## src/rtl/apb3_master_ctrl.sv

```systemverilog
// APB3 initiator: single-beat valid/ready commands in, APB3 SETUP/ACCESS transfers out,
// one-cycle response pulse back. Optional wait-state watchdog under `APB_MASTER_TIMEOUT_EN.
module apb3_master_ctrl #(
  parameter int ADDR_W         = 5,
  parameter int DATA_W         = 8,
  parameter int TIMEOUT_CYCLES = 255
) (
  input  logic              PCLK,
  input  logic              PRESET,
  input  logic              cmd_valid,
  output logic              cmd_ready,
  input  logic              cmd_write,
  input  logic [ADDR_W-1:0] cmd_addr,
  input  logic [DATA_W-1:0] cmd_wdata,
  output logic              rsp_valid,
  output logic [DATA_W-1:0] rsp_rdata,
  output logic              rsp_err,
  output logic              rsp_timeout,
  output logic [ADDR_W-1:0] PADDR,
  output logic              PSEL,
  output logic              PENABLE,
  output logic              PWRITE,
  output logic [DATA_W-1:0] PWDATA,
  input  logic [DATA_W-1:0] PRDATA,
  input  logic              PREADY,
  input  logic              PSLVERR,
  output logic [1:0]        dbg_state
);

  typedef enum logic [1:0] {IDLE = 2'd0, SETUP = 2'd1, ACCESS = 2'd2} state_t;
  state_t state;

  // Handshake: a command is taken on a rising edge where cmd_valid & cmd_ready;
  // the requester holds cmd_* stable until then. rsp_valid has no backpressure.
  assign cmd_ready = (state == IDLE) && !PRESET;
  assign dbg_state = state;

`ifdef APB_MASTER_TIMEOUT_EN
  logic [15:0] wait_cnt;
`endif

  always_ff @(posedge PCLK) begin
    if (PRESET) begin
      state       <= IDLE;
      PSEL        <= 1'b0;
      PENABLE     <= 1'b0;
      PWRITE      <= 1'b0;
      PADDR       <= '0;
      PWDATA      <= '0;
      rsp_valid   <= 1'b0;
      rsp_rdata   <= '0;
      rsp_err     <= 1'b0;
      rsp_timeout <= 1'b0;
`ifdef APB_MASTER_TIMEOUT_EN
      wait_cnt    <= '0;
`endif
    end else begin
      rsp_valid   <= 1'b0;
      rsp_rdata   <= '0;
      rsp_err     <= 1'b0;
      rsp_timeout <= 1'b0;
      case (state)
        IDLE: begin
          if (cmd_valid) begin
            PWRITE <= cmd_write;
            PADDR  <= cmd_addr;
            PWDATA <= cmd_wdata;
            PSEL   <= 1'b1;
            state  <= SETUP;
          end
        end
        SETUP: begin
          PENABLE <= 1'b1;
          state   <= ACCESS;
`ifdef APB_MASTER_TIMEOUT_EN
          wait_cnt <= '0;
`endif
        end
        ACCESS: begin
          if (PREADY) begin
            PSEL      <= 1'b0;
            PENABLE   <= 1'b0;
            state     <= IDLE;
            rsp_valid <= 1'b1;
            rsp_err   <= PSLVERR;
            rsp_rdata <= PWRITE ? '0 : PRDATA;
`ifdef APB_MASTER_TIMEOUT_EN
          end else if (wait_cnt == 16'(TIMEOUT_CYCLES - 1)) begin
            // This edge completes the last permitted wait cycle: abort the transfer.
            PSEL        <= 1'b0;
            PENABLE     <= 1'b0;
            state       <= IDLE;
            rsp_valid   <= 1'b1;
            rsp_err     <= 1'b1;
            rsp_timeout <= 1'b1;
          end else begin
            wait_cnt <= wait_cnt + 16'd1;
`endif
          end
        end
        default: begin
          PSEL    <= 1'b0;
          PENABLE <= 1'b0;
          state   <= IDLE;
        end
      endcase
    end
  end

endmodule

```

## config.mk

```make
export PLATFORM = sky130hd
export DESIGN_NAME = apb3_master_ctrl
export DESIGN_NICKNAME = d
export VERILOG_FILES = /design/src/rtl/apb3_master_ctrl.sv
export SDC_FILE = /design/constraint.sdc
export NUM_CORES = 1
export LEC_CHECK = 0
export CAP_MARGIN = 40
export CORE_ASPECT_RATIO = 0.75
export CORE_MARGIN = 5
export CORE_UTILIZATION = 35
export CTS_CLUSTER_DIAMETER = 50
export DETAILED_ROUTE_END_ITERATION = 8
export HOLD_SLACK_MARGIN = 0.1
export PLACE_DENSITY = 0.76
export SYNTH_ARGS = -nofsm -noshare
export SYNTH_HDL_FRONTEND = slang
export SYNTH_SLANG_ARGS = --single-unit
```

## constraint.sdc

```tcl
create_clock -name PCLK -period 3.8 [get_ports PCLK]
set_input_delay 0.57 -clock PCLK [delete_from_list [all_inputs] [get_ports PCLK]]
set_output_delay 0.57 -clock PCLK [all_outputs]
set_load 0.05 [all_outputs]
```

==> run_summary.xml <==
<?xml version="1.0" encoding="UTF-8"?>
<metrics>
  <group name="final_layout">
    <metric name="mostFrequentLayoutCell" unit="">sky130_fd_sc_hd__clkdlybuf4s50_1</metric>
    <metric name="area.growth.synth_to_final" unit="%">65.1</metric>
    <metric name="post_route_cells_drive_above_1_share" unit="">0.0440</metric>
    <metric name="finish.net_count" unit="">187</metric>
    <metric name="final_cell_mix" unit="">sky130_fd_sc_hd__clkdlybuf4s50_1 (55), sky130_fd_sc_hd__dfxtp_1 (28), sky130_fd_sc_hd__nand2_1 (28), sky130_fd_sc_hd__a21oi_1 (15), sky130_fd_sc_hd__and2_1 (10)</metric>
    <metric name="antenna_cells" unit="">0</metric>
    <metric name="layout.cell_area.non_filler" unit="mm²">0.00159</metric>
    <metric name="final_cell_count_no_fill" unit="">195</metric>
    <metric name="layout.core_utilization" unit="">0.606</metric>
  </group>
  <group name="pwr">
    <metric name="report.power.total" unit="mW">0.684</metric>
    <metric name="p_leak" unit="nW">0.599</metric>
    <metric name="power.density_cell_area" unit="mW/mm²">431</metric>
    <metric name="ir_worst_vdd" unit="mV">0.286</metric>
  </group>
  <group name="clocking">
    <metric name="cts_root_buf" unit="">sky130_fd_sc_hd__clkbuf_8</metric>
    <metric name="clock_sinks" unit="">28</metric>
    <metric name="cts_setup_buffers" unit="">0</metric>
    <metric name="cts_hold_buf" unit="">0</metric>
    <metric name="ctsResizeCount" unit="">0</metric>
    <metric name="htree_num_levels" unit="">1</metric>
    <metric name="cts_buffers" unit="">3</metric>
    <metric name="cts_tree" unit="">yes</metric>
    <metric name="clk-insertion-delay-late" unit="ns">0.26</metric>
    <metric name="worst_setup_hold_path_clk_slew" unit="ns">0.08</metric>
    <metric name="max-clock-path-buffers" unit="">2</metric>
  </group>
  <group name="status">
    <metric name="result_of_the_run" unit="">complete, no violations</metric>
  </group>
  <group name="synth">
    <metric name="synth_cell_type_count" unit="">20</metric>
    <metric name="avgSynthCellArea" unit="µm²">9.08</metric>
    <metric name="ys_warn_count" unit="">0</metric>
    <metric name="synthesis.area" unit="µm²">962</metric>
    <metric name="synth_fp_nets" unit="">133</metric>
    <metric name="netlist_instances" unit="">106</metric>
    <metric name="synth-seq-area-share" unit="">0.583</metric>
    <metric name="ys_seq_elements" unit="">28</metric>
  </group>
  <group name="sta">
    <metric name="setup_total_negative_slack" unit="ns">0</metric>
    <metric name="rsz0062_at_grt" unit="">false</metric>
    <metric name="setup_skew" unit="ns">0.00305</metric>
    <metric name="max_clock_freq" unit="MHz">360</metric>
    <metric name="timing.hold.ws" unit="ns">0.458</metric>
    <metric name="hold_viol" unit="">0</metric>
    <metric name="slew_viol_final" unit="">0</metric>
    <metric name="finalSetupViolCount" unit="">0</metric>
    <metric name="finalCriticalPeriod" unit="ns">2.78</metric>
    <metric name="setup_ws" unit="ns">1.02</metric>
    <metric name="worst_slew_margin_rel" unit="">0.423</metric>
    <metric name="fin_crit_share" unit="">0.732</metric>
    <metric name="tightestPinTransition" unit="ns">0.861</metric>
  </group>
  <group name="routing">
    <metric name="routedWlPerCell" unit="µm">12.0</metric>
    <metric name="detailed_router_iteration_count_before_antenna_repair" unit="">2</metric>
    <metric name="finalWirelength" unit="mm">2.34</metric>
    <metric name="drt_iter0_drc" unit="">25</metric>
    <metric name="count_of_vias_placed_by_the_detailed_router" unit="">865</metric>
    <metric name="routed_via_density" unit="">4.44</metric>
    <metric name="postRouteAntennaNets" unit="">0</metric>
    <metric name="drc_errors" unit="">0</metric>
  </group>
  <group name="critical_path">
    <metric name="crit-reg2reg-launch" unit="">dbg_state[0]</metric>
    <metric name="cpPeakStageDelay" unit="ns">0.84</metric>
    <metric name="most_frequent_cell_on_critical_path" unit="">sky130_fd_sc_hd__clkdlybuf4s50_1</metric>
    <metric name="worstPathCellList" unit="">clkdlybuf4s50_1 -&gt; buf_4 -&gt; nor3_1 -&gt; clkdlybuf4s50_1</metric>
    <metric name="cp-end-kind" unit="">output port</metric>
    <metric name="path_class" unit="">input port to output port</metric>
    <metric name="worstPathRequired" unit="ns">3.23</metric>
    <metric name="timing.critical_path.fanout_max" unit="">21</metric>
    <metric name="r2r_end" unit="">PWRITE</metric>
    <metric name="reg2reg_depth" unit="">3</metric>
    <metric name="reg2reg_slack" unit="ns">2.28</metric>
    <metric name="critPathLaunchType" unit="">input port</metric>
    <metric name="slowest_stage" unit="">sky130_fd_sc_hd__clkdlybuf4s50_1</metric>
    <metric name="cp.buffers_inverters" unit="">3</metric>
    <metric name="path_delay_family" unit="">buffers and inverters</metric>
    <metric name="timing.critical_path.arrival" unit="ns">2.21</metric>
  </group>
  <group name="floorplanning">
    <metric name="ioPinCount" unit="">57</metric>
    <metric name="initial_standard_cell_utilization_of_the_core" unit="">0.367</metric>
    <metric name="core.rowCount" unit="">16</metric>
    <metric name="fp.dieW" unit="µm">70.5</metric>
    <metric name="design.die.area" unit="mm²">0.00391</metric>
    <metric name="die_h" unit="µm">55.4</metric>
    <metric name="placeableCoreArea" unit="mm²">0.00262</metric>
  </group>
  <group name="min_path">
    <metric name="holdCritPathClass" unit="">flop to flop</metric>
    <metric name="worst_hold_path.num_cells" unit="">2</metric>
    <metric name="hold_end" unit="">PWDATA[0]</metric>
    <metric name="min_from" unit="">PWDATA[0]</metric>
  </group>
  <group name="global_route">
    <metric name="globalRoute.totalOverflow" unit="">0</metric>
    <metric name="grt_start_max_net_pins" unit="">22</metric>
    <metric name="grt_first_pass_wirelength" unit="mm">3.80</metric>
    <metric name="grt_use_total" unit="">0.120</metric>
    <metric name="grt_pass1_vias" unit="">865</metric>
    <metric name="number_of_antenna_violations_at_the_first_check_in_global_routing" unit="">0</metric>
  </group>
  <group name="placed_design">
    <metric name="dpl_cell_area" unit="mm²">0.00152</metric>
    <metric name="post-dp-hpwl" unit="mm">1.80</metric>
    <metric name="gp_routability_congestion" unit="">0.742</metric>
    <metric name="placement.io_buffers" unit="">55</metric>
    <metric name="dp_worst_setup_slack" unit="ns">1.02</metric>
    <metric name="numPlacedInstances" unit="">191</metric>
  </group>
  <group name="flow_run">
    <metric name="cap_violations" unit="">0</metric>
  </group>
</metrics>
worst register-to-register path: stages, from the launching register on:
cell                      delay (ns)
sky130_fd_sc_hd__dfxtp_1        0.41
sky130_fd_sc_hd__nor3b_2        0.76
sky130_fd_sc_hd__nand2_1        0.14
sky130_fd_sc_hd__a21oi_1        0.15
kinds of logic after synthesis:
logic type | synth area share
AO/OA/AOI/OAI | 0.0936
buffers and inverters | 0.0572
flip-flops | 0.583
other | 0.00390
AND/OR/NAND/NOR | 0.263
sequential cells by signal, summed over array words and instances (netlist names):
signal and count:
PWDATA 8, PSEL 1, rsp_valid 1, rsp_rdata 8, PADDR 5, PENABLE 1
dbg_state 2, PWRITE 1, rsp_err 1
how the worst max path moves through the flow:
stage	from	endpoint	slack, ns	cells past startpoint
after floorplan	PRESET	cmd_ready	1.40	2
final	PRESET	cmd_ready	1.02	4
after detailed placement	PRESET	cmd_ready	1.02	4
after CTS	PRESET	cmd_ready	1.01	4
after global routing	PRESET	cmd_ready	0.91	4
after global placement	PRESET	cmd_ready	1.04	4
report_power, final:
group	switching, mW	internal, mW	total, mW
combinational	0.0861	0.0594	0.146
sequential	0.00922	0.307	0.317
clock	0.0813	0.141	0.222
total	0.177	0.508	0.684
cell type report:
| type | count | area (µm²) |
|---|---|---|
| Multi-Input combinational cell | 69 | 347 |
| Inverter | 2 | 7.51 |
| Tap cell | 36 | 45.0 |
| Fill cell | 228 | 1030 |
| Sequential cell | 28 | 561 |
| Clock inverter | 1 | 30.0 |
| Clock buffer | 3 | 41.3 |
| Timing Repair Buffer | 56 | 558 |
cells in the mapped netlist, drive strengths merged:
| cell type | n | area (µm²) |
|---|---|---|
| nand2 | 28 | 105 |
| inv | 2 | 7.51 |
| nor3 | 3 | 15.0 |
| a21oi | 15 | 75.1 |
| nor4 | 1 | 12.5 |
| conb | 1 | 3.75 |
| buf | 5 | 40.0 |
| clkbuf | 2 | 7.51 |
| nand3b | 1 | 7.51 |
| nor3b | 2 | 20.0 |
| dfxtp | 28 | 561 |
| a22oi | 1 | 7.51 |
| and2 | 10 | 62.6 |
| or3b | 1 | 8.76 |
| o31ai | 1 | 7.51 |
| nor2 | 4 | 15.0 |
| nand2b | 1 | 6.26 |
layer usage:
metal	wire, µm	track usage
met1	981	0.122
met5	0	0
met2	1120	0.220
met3	230	0.0670
met4	12	0.0161
No activity file was read; power rests on OpenSTA's default activity.
